<file path="src/rtl/bit_reorder_ctrl.sv">
// bit_reorder_ctrl: runtime bit-permutation engine with a double-buffered map that swaps only at frame boundaries.
// Optional macro BIT_REORDER_CTRL_PERM_CHECK_EN rejects shadow maps that are not true permutations.
`default_nettype none

module bit_reorder_ctrl #(
  parameter int DATA_WIDTH = 32,
  parameter int IDX_WIDTH  = 5
) (
  input  logic                  clk,
  input  logic                  rst_n,
  input  logic                  cfg_wr_en,
  input  logic [IDX_WIDTH-1:0]  cfg_addr,
  input  logic [IDX_WIDTH-1:0]  cfg_data,
  input  logic                  cfg_commit,
  output logic                  commit_pending,
  output logic                  commit_done,
  output logic                  cfg_err,
  input  logic                  s_valid,
  output logic                  s_ready,
  input  logic [DATA_WIDTH-1:0] s_data,
  input  logic                  s_last,
  output logic                  m_valid,
  input  logic                  m_ready,
  output logic [DATA_WIDTH-1:0] m_data,
  output logic                  m_last
);

  typedef enum logic [0:0] {ARMED = 1'b0, PENDING = 1'b1} state_t;

  state_t                state_q;
  logic                  commit_pending_q;
  logic                  commit_done_q;
  logic                  in_frame_q;
  logic                  m_valid_q;
  logic                  m_last_q;
  logic [DATA_WIDTH-1:0] m_data_q;
  logic [DATA_WIDTH-1:0] m_data_d;
  logic [IDX_WIDTH-1:0]  shadow_q [DATA_WIDTH];
  logic [IDX_WIDTH-1:0]  active_q [DATA_WIDTH];

  logic accept;
  logic swap;
  logic wr_ok;
  logic perm_ok;

  assign s_ready = !m_valid_q || m_ready;
  assign accept  = s_valid && s_ready;

  // A frame-closing beat still uses the old map; the idle case needs no accept so nothing straddles the swap.
  assign swap = (state_q == PENDING) &&
                ((!in_frame_q && !accept) || (accept && s_last));

  assign wr_ok = cfg_wr_en && !commit_pending_q &&
                 (32'(cfg_addr) < 32'(DATA_WIDTH)) &&
                 (32'(cfg_data) < 32'(DATA_WIDTH));

  always_comb begin
    m_data_d = '0;
    for (int i = 0; i < DATA_WIDTH; i++) begin
      m_data_d[i] = s_data[active_q[i]];
    end
  end

  always_ff @(posedge clk or negedge rst_n) begin
    if (!rst_n) begin
      for (int i = 0; i < DATA_WIDTH; i++) begin
        shadow_q[i] <= IDX_WIDTH'(i);
      end
    end else if (wr_ok) begin
      shadow_q[cfg_addr] <= cfg_data;
    end
  end

  always_ff @(posedge clk or negedge rst_n) begin
    if (!rst_n) begin
      m_valid_q  <= 1'b0;
      m_data_q   <= '0;
      m_last_q   <= 1'b0;
      in_frame_q <= 1'b0;
    end else begin
      if (accept) begin
        m_valid_q  <= 1'b1;
        m_data_q   <= m_data_d;
        m_last_q   <= s_last;
        in_frame_q <= !s_last;
      end else if (m_ready) begin
        m_valid_q <= 1'b0;
      end
    end
  end

  always_ff @(posedge clk or negedge rst_n) begin
    if (!rst_n) begin
      state_q          <= ARMED;
      commit_pending_q <= 1'b0;
      commit_done_q    <= 1'b0;
      for (int i = 0; i < DATA_WIDTH; i++) begin
        active_q[i] <= IDX_WIDTH'(i);
      end
    end else begin
      commit_done_q <= 1'b0;
      case (state_q)
        ARMED: begin
          if (cfg_commit) begin
            state_q          <= PENDING;
            commit_pending_q <= 1'b1;
          end
        end
        PENDING: begin
          if (swap) begin
            state_q          <= ARMED;
            commit_pending_q <= 1'b0;
            if (perm_ok) begin
              active_q      <= shadow_q;
              commit_done_q <= 1'b1;
            end
          end
        end
        default: begin
          state_q          <= ARMED;
          commit_pending_q <= 1'b0;
        end
      endcase
    end
  end

`ifdef BIT_REORDER_CTRL_PERM_CHECK_EN
  logic [DATA_WIDTH-1:0] cover_d;
  logic                  cfg_err_q;

  always_comb begin
    cover_d = '0;
    for (int i = 0; i < DATA_WIDTH; i++) begin
      cover_d[shadow_q[i]] = 1'b1;
    end
  end

  assign perm_ok = &cover_d;

  always_ff @(posedge clk or negedge rst_n) begin
    if (!rst_n) begin
      cfg_err_q <= 1'b0;
    end else if (swap) begin
      cfg_err_q <= !perm_ok;
    end
  end

  assign cfg_err = cfg_err_q;
`else
  assign perm_ok = 1'b1;
  assign cfg_err = 1'b0;
`endif

  assign commit_pending = commit_pending_q;
  assign commit_done    = commit_done_q;
  assign m_valid        = m_valid_q;
  assign m_data         = m_data_q;
  assign m_last         = m_last_q;

endmodule

`default_nettype wire

</file>
<file path="config.mk">
export PLATFORM = sky130hd
export DESIGN_NAME = bit_reorder_ctrl
export DESIGN_NICKNAME = d
export VERILOG_FILES = /design/src/rtl/bit_reorder_ctrl.sv
export SDC_FILE = /design/constraint.sdc
export NUM_CORES = 1
export LEC_CHECK = 0
export ABC_AREA = 0
export CORE_MARGIN = 2
export CORE_UTILIZATION = 63
export DETAILED_ROUTE_END_ITERATION = 10
export PLACE_DENSITY_LB_ADDON = 0.05
export RECOVER_POWER = 100
export REMOVE_ABC_BUFFERS = 1
export SYNTH_ARGS = -nofsm -noshare
export SYNTH_HDL_FRONTEND = slang
export SYNTH_SLANG_ARGS = --single-unit
</file>
<file path="constraint.sdc">
create_clock -name clk -period 2.3 [get_ports clk]
set_clock_uncertainty 0.2 [all_clocks]
set_input_delay 0.46 -clock clk [delete_from_list [all_inputs] [get_ports clk]]
set_output_delay 0.46 -clock clk [all_outputs]
set_load 0.005 [all_outputs]
</file>
Word-level counts from Yosys, hierarchy flattened --
Index checks and enable logic that the tools add are counted. Widths: inputs -> output; s select.
Storage, ports and cells: bits of input ports 49, logic and storage cells 202, output and inout port bits 38, register bits after elaboration 358
Cells by class: equal/unequal tests 2, reduce and logical (&&, ||, !) cells 16, multiplexer cells 77, order comparisons 34, bitwise logic cells 2
Operator list (number):
- $lt 5x6->1 const B | 32
- $bmux 1 s5 | 32
- $bwmux 160 | 1
- $mux 1 | 40
- $demux 5 s5 | 1
- $ge 6x6->1 const B | 1
- $logic_and 1x1->1 | 6
- $lt 6x1->1 const B | 1
- $not 5->6 | 1
- $logic_not 1->1 | 5
- $mux 5 | 1
- $pmux 1 s2 | 2
- $reduce_and 2->1 | 2
- $logic_or 1x1->1 | 2
- $ne 2x1->1 const B | 1
- $ne 2x2->1 const B | 1
- $reduce_bool 2->1 | 1
- $not 1->1 | 1

Longest topological paths before layout --
Gate-level depths: netlist of the first run.
depth after elaboration 9, depth in mapped cells 7, gate-level depth less buffers 5

Worst setup path before layout of the first run --
OpenSTA, ideal clock, no wires.
path type input-to-reg, from in m_ready, to reg active_q[102] in the netlist's numbering, arrival 1572 ps, buffers on the path 2, setup time 125 ps, cell stages on the path 6, required time 1975 ps, setup slack 403 ps, path through nand2b_4 -> nand2_2 -> o211ai_2 -> buf_6 -> buf_6 -> mux2_4
Between the ends: cells in the longest elaborated chain, start to end 7, elaborated cells on any way between the ends 8, classes of those cells 8 x reduce/logical
RTL lines:
- start: declaration | RTL line 23 | input logic m_ready,
- $logic_or 1x1->1 (*) | RTL line 46 | assign s_ready = !m_valid_q || m_ready;
- $logic_and 1x1->1 (*) | RTL line 47 | assign accept = s_valid && s_ready;
- $logic_not 1->1 | RTL line 51 | ((!in_frame_q && !accept) || (accept && s_last));
- $logic_and 1x1->1 | RTL line 51
- $logic_or 1x1->1 (*) | RTL line 51
- $logic_and 1x1->1 (*) | RTL line 50 | assign swap = (state_q == PENDING) &&
- $reduce_and 2->1 (no line) (*)
- end signal: indexed assignment | RTL line 98 | active_q[i] <= IDX_WIDTH'(i);
- end signal: assignment | RTL line 114 | active_q <= shadow_q;
- end: declaration | RTL line 39 | logic [IDX_WIDTH-1:0] active_q [DATA_WIDTH];
Mark *: on every way between the ends. The rest lies on a longest branch, timed or not. A chain may end at the register's enable or synchronous reset.

Final worst setup path of the first run --
from in cfg_wr_en, to reg shadow_q[3] in the netlist's numbering
Between the ends: cells in the longest elaborated chain, start to end 1
RTL lines:
- start: declaration | RTL line 11 | input logic cfg_wr_en,
- $logic_and 1x1->1 | RTL line 53 | assign wr_ok = cfg_wr_en && !commit_pending_q &&
- end signal: indexed assignment | RTL line 67 | shadow_q[i] <= IDX_WIDTH'(i);
- end signal: indexed assignment | RTL line 70 | shadow_q[cfg_addr] <= cfg_data;
- end: declaration | RTL line 38 | logic [IDX_WIDTH-1:0] shadow_q [DATA_WIDTH];
No other way between the ends.

==> results of run 1 <==
[repair_timing]
action	in CTS	in global routing
hold buffers	1	0
setup buffers	1	0
gates resized for setup	1	1
endpoints found under the setup margin	1	1
hold endpoints to repair	40	0
[stage by stage]
step | utilization [%] | hold WS [ps] | power, mW | TNS, ps | setup slack (ps)
6_report | 72.4 | 220 | 34.1 | 0 | 40.8
4_1_cts | 73.7 | 239 | 34.7 | 0 | 10.2
5_1_grt | 72.4 | 246 | 36.0 | 0 | 26.0
3_5_place_dp | 69.9 | 212 | 27.7 | -45390 | -402
3_3_place_gp | 69.9 | 214 | 27.2 | -34920 | -491
2_1_floorplan | - | -35.6 | 23.4 | -775530 | -4830
[final timing paths]
check | start | end | slack [ps] | cells after the start
max | cfg_wr_en | shadow_q[3] | 40 | 7
min | rst_n | m_data[18] | 220 | 2
max reg2reg | commit_pending | shadow_q[53] | 80 | 6
min reg2reg | state_q | commit_pending | 280 | 1
max in group asynchronous | rst_n | shadow_q[147] | 360 | 3
min in group clk | state_q | commit_pending | 280 | 1
[layout make-up]
type                            count  area (um^2)  area share [%]
Antenna cell                        2         5.00          0.0183
Clock buffer                       59         1210            4.41
Clock inverter                     18          224           0.819
Inverter                            1         3.75          0.0137
Multi-Input combinational cell   1674        13600            49.9
Sequential cell                   358         9160            33.5
Tap cell                          511          639            2.34
Timing Repair Buffer              232         2460            9.02
[Yosys cell counts, types with 2 or more instances]
library cell / number
a311oi_1: 8
buf_2: 57
mux2_1: 8
nor3_1: 2
nor2_1: 75
dfstp_2: 160
nor2b_1: 65
mux2i_1: 512
buf_6: 9
buf_4: 57
and2_1: 26
buf_1: 2
a211oi_1: 24
nand3b_1: 3
a22oi_1: 80
nand4_1: 32
mux2_4: 78
nand2b_1: 66
clkbuf_1: 75
nor2_4: 8
mux2_2: 234
a31oi_1: 40
and3_1: 49
a41oi_1: 32
nand2_1: 150
dfrtp_1: 198
a22o_1: 32
nand3_1: 34
a21oi_1: 104
nor3b_1: 3
[per-layer routing]
metal	track usage, %	up-vias	part of all wire [%]
li1	-	8390	-
met1	52.2	9534	41
met2	59.1	1119	44
met3	9.61	325	10
met4	19.8	0	5.5
met5	0	-	0
[power breakdown]
group          internal (mW)  total [mW]  switching [mW]
Sequential              9.44        13.1            3.65
Combinational           7.85        14.1            6.27
Clock                   4.13        6.89            2.76
Total                   21.4        34.1            12.7
[logic make-up (layout without fill, tap and decap cells)]
family / count (synthesis) / after routing / share of synthesized area [%]
muxes: 832 / 832 / 37.3
and+or+nand+nor: 517 / 517 / 11.1
buffers and inverters: 201 / 310 / 4.58
DFF: 358 / 358 / 37.9
AOI/OAI and AO/OA: 324 / 324 / 9.16
other: 1 / 3 / 0.0155
[sequential cells by signal (all words and copies together), names as in the netlist]
name / flops
active_q: 160
shadow_q: 160
m_data: 32
commit_done: 1
commit_pending: 1
in_frame_q: 1
m_last: 1
m_valid: 1
state_q: 1
[worst max-delay path, stage by stage]
cell,delay [ps]
dlygate4sd3_1,640
nor2b_1,230
nand3_1,110
clkbuf_1,190
nor2_1,240
clkbuf_1,290
mux2_2,380
==> flow_summary.ini, run 1 <==
[placed_design]
postPlaceCellArea_um2 = 26400
dp_hpwl_mm = 44.3
placedCellCount = 2774
portBuffers = 85
globalplace.congestion = 0.919

[sta]
relSlewSlack_pct = 29.8
worst_pin_slew_ps = 1050
fin_crit_sh_pct = 98.2
hold_viol_final = 0
min_period_ps = 2260
grt_setup_unrepaired = no
maxSlewViolCount = 0
setup-violations-final = 0
fmax_mhz = 443

[drt]
wl_per_cell_um = 26.9
via_per_inst = 6.78
vias = 19400
remaining_drc_errors = 0
wl_mm = 76.9
drtIter0Drc = 1680
ant_nets = 0
first_pass_iters = 5

[critical_path]
setup.worst_path.end_class = flop
worstPathArrival_ps = 2530
worstSetupPathType = input port to flop
worstPathRequired_ps = 2570
crit_path_max_fanout = 5
cp-start-kind = input port

[finish]
nets = 2358
layout_common_cells = 512 x mux2i_1, 232 x mux2_2, 197 x dfrtp_1
layout_commonest_cell = mux2i_1
drive_above_1_share_pct = 25.7
final_area_um2 = 27300
instances_no_fill = 2855
nFillCells = 2815
area_delta_synth_final_pct = 13.0

[logic_synthesis]
synth_area_per_cell_um2 = 10.8
synthTopCellsByArea = mux2i_1 21%, dfrtp_1 20%, dfstp_2 17%, mux2_2 11%, mux2_4 4.8%
netlist_area_um2 = 24200
yosysWarnings = 0
ys_ff_latch = 358
ys_seq_area_share_pct = 37.9
netlist.top_cell.by_area = mux2i_1
synth_cells = 2233
synth_edf_count = 0
synth_top_area_share_pct = 21.2
synth_flop_cell = dfrtp_1
synthArstFlopShare_pct = 100
synth_cell_types = 40

[outcome]
status = finished clean

[clock_network]
cts_root_buf = clkbuf_16
cts_made_buffers = 42
cts_sinks = 358
cts_tree = built
clk_latency_ps = 560
cts_max_path_buffers = 3
ctsHtreeMaxLevel = 2
path_clk_slew_ps = 60

[die]
chipHeight_um = 200
pin_count = 87
die_w_um = 200
num_rows = 71
floorplan.initialDensity_pct = 64.1
core_area_um2 = 37800
die-area_um2 = 40000

[hold_path]
hold_class = input port to asynchronous set/reset pin

[power_and_ir_drop]
powerDensity_nw_per_um2 = 1250
power_leakage_nw = 11.0
vdd_drop_max_uv = 899

[grt]
grt_pass1_wl_mm = 116
grt_max_degree = 63
grt_usage_pct = 39.0
grt_pass1_vias = 19200
overflow = 0
antenna_found_initial = 2

[job]
drv_cap = 0
No activity file was read; power rests on OpenSTA's default activity.
==> inputs of run 2 (changes only) <==
--- a/config.mk
+++ b/config.mk
@@ -8,6 +8,7 @@
 export ABC_AREA = 0
 export CORE_MARGIN = 2
 export CORE_UTILIZATION = 63
+export CTS_CLUSTER_SIZE = 12
 export DETAILED_ROUTE_END_ITERATION = 10
 export PLACE_DENSITY_LB_ADDON = 0.05
 export RECOVER_POWER = 100
==> run 2 against run 1 <==
  * Power increased by 1.6%
  * Sequential power about the same
  * Worst setup slack better by 26 ps
  * Cell count about the same
  * Design area is 0.32% higher
  * Die area did not move
  * Via count is essentially flat
  * Critical path depth shrank 6
  * Clock power grew 7.4%
  * Wire length grew 0.55%
  * First-iteration DRC count fell by 3.3%
==> flow_summary.ini, run 2 (synthesized netlist as in run 1, its figures left out) <==
[outcome]
status = finished clean

[power_and_ir_drop]
power_leakage_nw = 11.1
seqPwrFrac_pct = 37.8
p_switching_mw = 12.7
pwr-share-clk_pct = 21.4
sw_frac_of_total_pct = 36.7
powerDensity_nw_per_um2 = 1260
power_frac_comb_pct = 40.9
p_int_mw = 21.9
vdd_drop_max_uv = 965

[critical_path]
crit_chain = dlygate4sd3_1
path_delay_family = buffers and inverters
slowest_delay_ps = 590
crit_buf_inv = 1
crit_path_max_fanout = 2
worstSetupPathType = flop to output port
setup.worst_path.end_class = output port
worstPathArrival_ps = 1570
cp_slowest_cell = dlygate4sd3_1
cp-start-kind = flop
worstPathRequired_ps = 1640

[drt]
via_per_inst = 6.78
wl_mm = 77.4
vias = 19400
drtIter0Drc = 1625
ant_nets = 0
remaining_drc_errors = 0
first_pass_iters = 6
wl_per_cell_um = 27.1

[die]
pin_count = 87
die_w_um = 200
core_area_um2 = 37800
num_rows = 71
chipHeight_um = 200
floorplan.initialDensity_pct = 64.1
die-area_um2 = 40000

[sta]
worst_pin_slew_ps = 1050
hold_viol_final = 0
min_period_ps = 2230
setup-violations-final = 0
fmax_mhz = 448
tns_ps = 0
maxSlewViolCount = 0
relSlewSlack_pct = 29.8
fin_crit_sh_pct = 97.1
grt_setup_unrepaired = no

[clock_network]
clk_latency_ps = 580
cts_root_buf = clkbuf_16
cts_max_path_buffers = 3
cts_sinks = 358
path_clk_slew_ps = 60
cts_made_buffers = 42
ctsHtreeMaxLevel = 2
cts_tree = built

[finish]
final_area_um2 = 27400
nets = 2358
drive_above_1_share_pct = 25.9
layout_commonest_cell = mux2i_1
instances_no_fill = 2854
layout_common_cells = 512 x mux2i_1, 234 x mux2_2, 197 x dfrtp_1
area_delta_synth_final_pct = 13.3

[placed_design]
placedCellCount = 2774
dp_hpwl_mm = 44.3
postPlaceCellArea_um2 = 26400
portBuffers = 85
globalplace.congestion = 0.919

[grt]
grt_pass1_vias = 19400
grt_max_degree = 63
overflow = 0
grt_usage_pct = 39.3
grt_pass1_wl_mm = 117
antenna_found_initial = 1

[hold_path]
hold_class = input port to asynchronous set/reset pin

[job]
drv_cap = 0
run 2: cell types whose count changed in the layout (fill, tap and decap cells not counted), moves of 3 or more:
cell / change
clkbuf_1: -4
nor2_1: +3
bufinv_16: +4
buf_4: +3
run 2: repair_timing:
action	CTS	global route
hold buffers	1	0
endpoints found under the setup margin	2	0
resized for setup	2	0
hold endpoints to repair	43	0
buffers inserted	1	0
run 2: worst register-to-register path: cells and delay by family, from the launching register on:
kind | cells | cell delay [ps]
buffers and inverters | 1 | 330
DFF | 1 | 470
muxes | 1 | 390
and+or+nand+nor | 4 | 680
run 2: cell type report:
type,count,area [um^2]
multi-input cells,1674,13600
inverters,1,3.75
well taps,511,639
clock buffers,60,1230
flip-flops and latches,358,9160
fillers,2806,10300
repair buffers,232,2480
diodes,1,2.50
clock inverters,17,295
run 2: worst paths after layout:
kind                       slack, ps  depth (start not counted)            from             to
setup / recovery                  70                          1      m_data[28]     m_data[28]
hold / removal                   190                          2           rst_n     m_data[18]
setup reg to reg                 110                          6  commit_pending   shadow_q[53]
hold reg to reg                  280                          1   shadow_q[142]  active_q[142]
max in group asynchronous        390                          3           rst_n  shadow_q[147]
min in group clk                 280                          1   shadow_q[142]  active_q[142]
run 2: power by group through the flow:
| stage | logic, mW | clock network, mW | registers (mW) |
|---|---|---|---|
| floorplan | 10.9 | 0 | 12.5 |
| global placement | 14.2 | 0 | 12.9 |
| detailed placement | 14.6 | 0 | 13.1 |
| CTS | 14.7 | 7.46 | 13.0 |
| global route | 15.4 | 7.71 | 13.5 |
| finish | 14.2 | 7.40 | 13.1 |
run 2: stage by stage:
stage | utilization (%) | total power [mW] | hold slack [ps] | setup slack, ps
after global routing | 72.6 | 36.6 | 226 | 23.0
after detailed placement | 69.9 | 27.7 | 212 | -402
final | 72.6 | 34.7 | 193 | 66.5
after global placement | 69.9 | 27.2 | 214 | -491
after floorplan | - | 23.4 | -35.6 | -4830
after CTS | 74.0 | 35.2 | 217 | 45.2
run 2: per-layer routing:
| metal | vias to the layer above | global-route usage [%] | share of wire, % |
|---|---|---|---|
| met5 | - | 0 | 0 |
| met4 | 0 | 19.6 | 5.3 |
| li1 | 8393 | - | - |
| met3 | 324 | 10.4 | 11 |
| met2 | 1132 | 59.6 | 44 |
| met1 | 9513 | 52.3 | 40 |
